==> src/rtl/uart_rx_fifo.sv <==
// uart_rx_fifo: 8N1 UART receiver (2-flop synchroniser, baud counter FSM) feeding a show-ahead FIFO.
// Define UART_RX_PARITY_EN to add an even-parity bit and a sticky parity_err output.
module uart_rx_fifo #(
    parameter int CLK_HZ        = 40000000,
    parameter int SCLK_HZ       = 115200,
    parameter int COUNTER_WIDTH = 9,
    parameter int FIFO_AW       = 4
) (
    input  logic               clk,
    input  logic               reset,
    input  logic               uart_rxd,
    input  logic               rd_en,
    input  logic               clr_err,
    output logic [7:0]         rd_data,
    output logic               rd_valid,
    output logic [FIFO_AW:0]   fifo_count,
    output logic               overrun,
`ifdef UART_RX_PARITY_EN
    output logic               frame_err,
    output logic               parity_err
`else
    output logic               frame_err
`endif
);
    localparam int DIV = CLK_HZ / SCLK_HZ;
    localparam logic [COUNTER_WIDTH-1:0] HALF = COUNTER_WIDTH'(DIV / 2 - 1);
    localparam logic [COUNTER_WIDTH-1:0] LAST = COUNTER_WIDTH'(DIV - 1);
    localparam logic [FIFO_AW:0] DEPTH = (FIFO_AW + 1)'(2 ** FIFO_AW);

`ifdef UART_RX_PARITY_EN
    typedef enum logic [2:0] {IDLE, START, DATA, PARITY, STOP, WAIT_HI} state_t;
`else
    typedef enum logic [2:0] {IDLE, START, DATA, STOP, WAIT_HI} state_t;
`endif

    state_t                   r_state;
    logic [1:0]               r_sync;
    logic [COUNTER_WIDTH-1:0] r_cnt;
    logic [2:0]               r_bit;
    logic [7:0]               r_shreg;
    logic [7:0]               r_mem [2**FIFO_AW];
    logic [FIFO_AW-1:0]       r_wp, r_rp;
    logic w_rxd, w_tick, w_push, w_fe, w_empty, w_full, w_pop, w_wr, w_ovr;

    assign w_rxd   = r_sync[1];
    assign w_tick  = r_cnt == LAST;
    assign w_push  = r_state == STOP && w_tick && w_rxd;
    assign w_fe    = r_state == STOP && w_tick && !w_rxd;
    assign w_empty = fifo_count == '0;
    assign w_full  = fifo_count == DEPTH;
    assign w_pop   = rd_en && !w_empty;
    // When full, a simultaneous pop frees the slot the push lands in
    assign w_wr    = w_push && (!w_full || w_pop);
    assign w_ovr   = w_push && w_full && !w_pop;
    assign rd_valid = !w_empty;
    assign rd_data  = w_empty ? 8'h00 : r_mem[r_rp];

    always_ff @(posedge clk or posedge reset) begin
        if (reset) begin
            r_sync  <= 2'b11;
            r_state <= IDLE;
            r_cnt   <= '0;
            r_bit   <= '0;
            r_shreg <= '0;
        end else begin
            r_sync <= {r_sync[0], uart_rxd};
            case (r_state)
                IDLE: if (!w_rxd) begin
                    r_state <= START;
                    r_cnt   <= '0;
                end
                START: if (r_cnt == HALF) begin
                    r_state <= w_rxd ? IDLE : DATA;
                    r_cnt   <= '0;
                    r_bit   <= '0;
                end else r_cnt <= r_cnt + COUNTER_WIDTH'(1);
                DATA: if (w_tick) begin
                    r_shreg[r_bit] <= w_rxd;
                    r_bit <= r_bit + 3'd1;
                    r_cnt <= '0;
`ifdef UART_RX_PARITY_EN
                    if (r_bit == 3'd7) r_state <= PARITY;
`else
                    if (r_bit == 3'd7) r_state <= STOP;
`endif
                end else r_cnt <= r_cnt + COUNTER_WIDTH'(1);
`ifdef UART_RX_PARITY_EN
                PARITY: if (w_tick) begin
                    r_state <= STOP;
                    r_cnt   <= '0;
                end else r_cnt <= r_cnt + COUNTER_WIDTH'(1);
`endif
                STOP: if (w_tick) begin
                    r_state <= w_rxd ? IDLE : WAIT_HI;
                    r_cnt   <= '0;
                end else r_cnt <= r_cnt + COUNTER_WIDTH'(1);
                WAIT_HI: if (w_rxd) r_state <= IDLE;
                default: r_state <= IDLE;
            endcase
        end
    end

    always_ff @(posedge clk) begin
        if (w_wr) r_mem[r_wp] <= r_shreg;
    end

    always_ff @(posedge clk or posedge reset) begin
        if (reset) begin
            r_wp       <= '0;
            r_rp       <= '0;
            fifo_count <= '0;
            overrun    <= 1'b0;
            frame_err  <= 1'b0;
`ifdef UART_RX_PARITY_EN
            parity_err <= 1'b0;
`endif
        end else begin
            r_wp       <= r_wp + FIFO_AW'(w_wr);
            r_rp       <= r_rp + FIFO_AW'(w_pop);
            fifo_count <= fifo_count + (FIFO_AW + 1)'(w_wr) - (FIFO_AW + 1)'(w_pop);
            overrun    <= w_ovr || (overrun && !clr_err);
            frame_err  <= w_fe || (frame_err && !clr_err);
`ifdef UART_RX_PARITY_EN
            parity_err <= (r_state == PARITY && w_tick && (^r_shreg ^ w_rxd)) || (parity_err && !clr_err);
`endif
        end
    end
endmodule

==> config.mk <==
export PLATFORM = sky130hd
export DESIGN_NAME = uart_rx_fifo
export DESIGN_NICKNAME = d
export VERILOG_FILES = /design/src/rtl/uart_rx_fifo.sv
export SDC_FILE = /design/constraint.sdc
export NUM_CORES = 1
export LEC_CHECK = 0
export ABC_AREA = 0
export CAP_MARGIN = 20
export CORE_MARGIN = 3
export CORE_UTILIZATION = 36
export CTS_CLUSTER_SIZE = 40
export DETAILED_ROUTE_END_ITERATION = 12
export PLACE_DENSITY = 0.5
export SETUP_SLACK_MARGIN = 0.3
export SLEW_MARGIN = 5
export SYNTH_ARGS = -nofsm -noshare
export SYNTH_HDL_FRONTEND = slang
export SYNTH_SLANG_ARGS = --single-unit
==> constraint.sdc <==
create_clock -name clk -period 3.75 [get_ports clk]
set_input_delay 0.75 -clock clk [delete_from_list [all_inputs] [get_ports clk]]
set_output_delay 0.75 -clock clk [all_outputs]
set_load 0.03 [all_outputs]
; ---- After elaboration in Yosys (flattened, before gate mapping)
; Memories as Yosys holds them, arrays and structs flattened.
; Cells that the tools add are included.
[totals]
mem_count = 1
inputBits = 5
ramBits = 128
regBits = 40
wordCells = 82
output_inout_bits = 16
[memory_table]
columns = memory, depth, width, read_ports, rd_ports_with_merged_regs, wr, line_no
row1 = r_mem, 16, 8, 1, 0, 1, 41  ; logic [7:0] r_mem [2**FIFO_AW];
[classes]
reduce_logical = 27
magnitude_cmp = 2
n_mux = 22
n_addsub = 6
eq_ne = 14
[op_table]
columns = cell, count
row1 = $mux W3, 9
row2 = $mux W9, 3
row3 = $pmux W9 S3, 1
row4 = $pmux W3 S5, 1
row5 = $ne A2 B2 Y1 const B, 6
row6 = $logic_and A1 B1 Y1, 10
row7 = $add A9 B1 Y9 const B, 1
row8 = $eq A9 B8 Y1 const B, 1
row9 = $eq A9 B9 Y1 const B, 1
row10 = $add A4 B1 Y4, 2
row11 = $bwmux W8, 1
row12 = $mux W8, 1
row13 = $eq A3 B2 Y1 const B, 2
row14 = $eq A3 B3 Y1 const B, 2
row15 = $pmux W3 S2, 1
row16 = $reduce_and A6 Y1, 1
row17 = $add A5 B1 Y5, 1
row18 = $eq A5 B5 Y1 const B, 1
row19 = $logic_not A1 Y1, 5
row20 = $logic_not A5 Y1, 1
row21 = $sub A5 B1 Y5, 1
row22 = $lt A3 B4 Y1 const B, 1
row23 = $reduce_and A2 Y1, 2
row24 = $add A3 B1 Y3 const B, 1
row25 = 11 further kinds, 15

; ---- Longest topological paths before layout
[logic_depth]
depth_word = 7
ltp_mapped = 14
depth_no_buf = 13

; ---- Worst setup path before layout
; OpenSTA, ideal clock, no wires.
[synth_timing]
path_type = register to register
from = register r_cnt[0]
to = register fifo_count[4]
arrival_ps = 2622
stages_incl_launch_ff = 15
n_path_buf = 1
required_ps = 3627
path_slack_ps = 1005
period_less_slack_ps = 2745
setup_time_ps = 123
path_cell_list = dfrtp_1 -> inv_1 -> ha_1 -> nand4b_4 -> nor4_4 -> nand3_2 -> buf_6 -> ha_1 -> inv_1 -> ha_1 -> fa_1 -> a21oi_1 -> nor2_1 -> nor2_1 -> xnor2_1
[synth_between]
elab_chain_cells = 6
[synth_rtl]
columns = element, line_no
row1 = start: declaration, 38  ; logic [COUNTER_WIDTH-1:0] r_cnt;
row2 = start signal: assignment, 76  ; end else r_cnt <= r_cnt + COUNTER_WIDTH'(1);
row3 = start signal: assignment, 86  ; end else r_cnt <= r_cnt + COUNTER_WIDTH'(1);
row4 = start signal: assignment, 96  ; end else r_cnt <= r_cnt + COUNTER_WIDTH'(1);
row5 = $eq A9 B9 Y1, 46  ; assign w_tick = r_cnt == LAST;
row6 = $logic_and A1 B1 Y1 (2 in a row), 47  ; assign w_push = r_state == STOP && w_tick && w_rxd;
row7 = $logic_and A1 B1 Y1, 53  ; assign w_wr = w_push && (!w_full || w_pop);
row8 = $add A5 B1 Y5, 120  ; fifo_count <= fifo_count + (FIFO_AW + 1)'(w_wr) - (FIFO_AW + 1)'(w_pop);
row9 = $sub A5 B1 Y5, 120
row10 = end signal: assignment, 120
row11 = end: declaration, 16  ; output logic [FIFO_AW:0] fifo_count,
; Every way passes these cells.
; A chain may end at the register's enable or synchronous reset.

; ---- Worst setup path after layout
[layout_timing]
from = register r_rp[0]
to = output rd_data[4]
[layout_between]
elab_chain_cells = 2
[layout_rtl]
columns = element, line_no
row1 = start: declaration, 42  ; logic [FIFO_AW-1:0] r_wp, r_rp;
row2 = start signal: assignment, 119  ; r_rp <= r_rp + FIFO_AW'(w_pop);
row3 = $mem_v2 Z16 W8, --
row4 = $mux W8, 56  ; assign rd_data = w_empty ? 8'h00 : r_mem[r_rp];
row5 = end: declaration, 14  ; output logic [7:0] rd_data,
; Every way passes these cells.

==> results.txt <==
In the final layout, the multi-input gates occupy 2150 sq um. For this design the top-level I/O count stands at 21. TritonCTS created 17 clock buffers.

The detailed router's first-iteration violation count came out at 229. The post-synthesis compound-gate area fraction is 4.12%. In the synthesized netlist, the number of instances is 411. The most used flip-flop cell after synthesis is edfxtp_1. The class of the most critical setup path is reg -> out.

The routed wire length is 14.3 mm. The power density normalized to cell area came out at 552 nW/um^2. The post-detailed-route count of antenna-violating nets came out at 0. The combined global-route utilization of all metal layers is 14.2%. The clock slew at the register clock pins of the worst setup and hold paths came out at 0.07 ns. The async set or reset register ratio after synthesis came out at 23.8%. Summing all placed instances gives a cell area of 7750 sq um.

The iteration count of the initial detailed-routing pass came out at 4. The via count of the first global-routing pass came out at 4,073. The post-DP HPWL came out at 9.23 mm. The path with the worst hold slack has its endpoint at r_sync[1]$_DFF_PP1_. The startpoint identified for the worst hold timing path is r_sync[0]$_DFF_PP1_.

The flip-flop and latch count after synthesis is 168. The relative slew slack is 53.3%. The pre-CTS setup slack is 0.489 ns. The worst setup path is captured at a primary output. The worst setup slack for register-to-register paths is 0.61 ns. The initial antenna violation count is 0. The flow ran to the end, and the final reports show no timing, DRC or antenna violations. The portion of netlist area occupied by mux cells came out at 13.8%.

The worst setup path is launched from a register. The worst hold slack came out at 0.356 ns. After synthesis, the mean cell area works out to 17.4 sq um. The slowest stage of the critical path is the dfrtp_4 cell. The clock tree from TritonCTS is built. The vertical die dimension came out at 147 um. The signal on the critical path passes through buf_12 -> mux4_2 -> mux2i_1 -> o22ai_1 -> dlygate4sd2_1. The count of flip-flops with a built-in enable after synthesis is 128. After routing the design area is 8310 sq um. Clock tree synthesis found a total of 168 sinks.

The number of H-tree levels came out at 4. The xor/xnor cell area share of the yosys netlist is 0.981%. The fmax is 308 MHz. The worst setup slack after layout is 0.505 ns. The count of antenna diodes in the layout came out at 0. The worst register-to-register path ends at fifo_count[4]$_DFF_PP0_. The max-cap check violation count is 0. The actual slew at the worst max-slew pin came out at 0.701 ns. The endpoint arrival time on the critical path came out at 2.49 ns.

The number of gates given a new drive strength after cts is 9. The root cell of the clock tree is clkbuf_16. The kind of cell with the highest combined delay on the critical path is multiplexers. The sequential fraction of the synthesis area came out at 67.9%. Entering global routing, the biggest net connects 41 pins.

The maximum fanout along the worst path is 13. Buffers added to address setup during post-CTS repair amount to 0. The net count of the mapped netlist came out at 432. Across the routed clock network, the largest skew measured is 0.00770 ns.

The total via count in the routed design came out at 3,745. The cell count of the worst reg-to-reg path came out at 13. The clock latency on the worst-skew pair is 0.43 ns.

Counting along the longest clock path gives a buffer depth of 2. The detail-routed via count per cell is 5.17. The fraction of final layout cells with drive strength greater than 1 came out at 22.4%. The area fraction in and, or, nand and nor cells after synthesis is 8.29%. The number of stages on the worst hold path is 0. The number of placement rows came out at 50. The minimum clock period came out at 3.24 ns. The number of nets in the final layout came out at 473.

The horizontal die dimension is 147 um. The post-synthesis share of cell area spent on full adders, half adders and majority gates is 2.91%. The worst endpoint required time came out at 3.00 ns. The first global-routing pass estimated 23.0 mm of wire. The initial cell density of the core is 37.4%. The maximum resistive drop on vdd is 428 uV. The stage delay of the slowest cell on the critical path came out at 0.58 ns. The warning count from the yosys run is 0. Setup repair after global routing left no endpoint under its margin.

The number of fillers in the final layout came out at 1,694. The tightest min-delay check is of the reg -> reg type. The cell area after synthesis came out at 7140 sq um. The number of pins exceeding their max-slew limit in the final report came to 0. The final setup violation count is 0. The part of the cycle the worst path needs came out at 86.5%. The number of endpoints with negative hold slack in the final report is 0. The total power of the final layout came out at 4.59 mW. For this run, design rule violations remaining after detail routing come to 0. The area of all sequential standard cells is 4850 sq um.

The hold buffer count at CTS came out at 0. In the final timing run, aggregate negative setup slack is 0 ns. The total overflow reported by the global router is 0. The dominant combinational cell family by area after synthesis is multiplexers. The area of the core came out at 19,100 sq um. The leakage power total is 3.36 nW. The worst register-to-register path begins at r_cnt[0]$_DFFE_PP0P_.

The area growth from synthesis to final layout came out at 16.4%. The routed wire length per instance came out at 19.7 um. The die area came out at 21,600 sq um. The number of buffer and inverter stages on the critical path is 2. The last weighted congestion value of the routability-driven placer came out at 0.773.

The count of different cell masters after synthesis came out at 57. The number of I/O port buffers came out at 20.
how the worst max path moves through the flow:
stage | startpoint | end | slack, ns | cells past startpoint
2_1_floorplan | r_cnt[0]$_DFFE_PP0P_ | fifo_count[4]$_DFF_PP0_ | 1.00 | 14
3_3_place_gp | rd_en | fifo_count[4]$_DFF_PP0_ | 0.57 | 11
3_5_place_dp | rd_en | fifo_count[4]$_DFF_PP0_ | 0.49 | 11
4_1_cts | r_rp[0]$_DFF_PP0_ | rd_data[2] | 0.28 | 5
5_1_grt | r_cnt[0]$_DFFE_PP0P_ | fifo_count[4]$_DFF_PP0_ | 0.30 | 13
6_report | r_rp[0]$_DFF_PP0_ | rd_data[4] | 0.51 | 5
synth_stat cells (4+ instances only):
library cell,number,share of area [%]
o21ai_0,8,0.56
dfrtp_1,38,13
nand2_1,16,0.84
nand4b_1,4,0.49
mux2_1,5,0.79
xnor2_1,4,0.49
o211ai_1,5,0.53
buf_2,7,0.49
a21oi_1,9,0.63
clkbuf_1,7,0.37
mux4_2,32,10
ha_1,15,2.6
nand3_1,5,0.35
o22ai_1,11,0.96
nor4_2,4,0.70
mux2i_1,16,2.2
xor2_1,4,0.49
edfxtp_1,128,54
nor3_1,5,0.35
inv_1,14,0.74
nor2_1,12,0.63
nor4b_1,4,0.49
mux2_2,4,0.63
report_power, final:
group	internal (mW)	leakage, nW	total, mW	switching [mW]
clock	0.918	0.261	1.64	0.721
combinational	0.374	1.10	0.814	0.440
sequential	2.04	2.01	2.13	0.0911
routing by layer:
metal	GRT usage, %	up-vias	share of wire, %
met5	0	-	0
met4	5.69	0	1.6
met3	3.61	17	4.6
met2	22.3	86	48
met1	19.1	1920	46
li1	-	1722	-
registers in the layout, indices dropped and copies added (netlist names), 3 cells and up:
| name | cells |
|---|---|
| r_rp | 4 |
| r_bit | 3 |
| r_mem | 128 |
| r_state | 3 |
| fifo_count | 5 |
| r_cnt | 9 |
| r_shreg | 8 |
| r_wp | 4 |
metrics by stage:
stage / instances / util (%)
after floorplan: 411 / -
after global placement: 693 / 40.6
after detailed placement: 693 / 40.6
after CTS: 725 / 43.5
after global routing: 725 / 43.6
final: 725 / 43.6
worst reg2reg max path, delay by kind of cell, from the launching register on:
kind	cells	cell delay, ns
simple gates	5	0.95
buf+inv	2	0.19
fa+ha+maj	4	1.24
flops	1	0.41
xor+xnor	1	0.12
compound gates	1	0.15
cells in the final DEF, fill, tap and decap left out, types with 11 or more instances in the layout:
master / n
clkdlybuf4s50_1: 12
edfxtp_1: 128
mux2i_1: 16
nor2_1: 12
mux4_2: 32
dfrtp_1: 37
buf_4: 18
ha_1: 15
o22ai_1: 11
inv_1: 14
nand2_1: 16
clkbuf_16: 17
layout make-up:
| type | count | share of cell area (%) |
|---|---|---|
| Sequential cell | 168 | 58.4 |
| Multi-Input combinational cell | 210 | 25.8 |
| Clock buffer | 18 | 5.16 |
| Timing Repair Buffer | 41 | 4.58 |
| Tap cell | 260 | 3.91 |
| Clock inverter | 14 | 1.52 |
| Inverter | 14 | 0.632 |
kinds of logic (layout without fill, tap and decap cells):
kind of cell | Yosys count | after routing
flops | 168 | 168
simple gates | 84 | 84
mux | 57 | 57
compound gates | 45 | 45
buf+inv | 33 | 87
fa+ha+maj | 16 | 16
xor+xnor | 8 | 8
(Power assumes the default switching activity.)
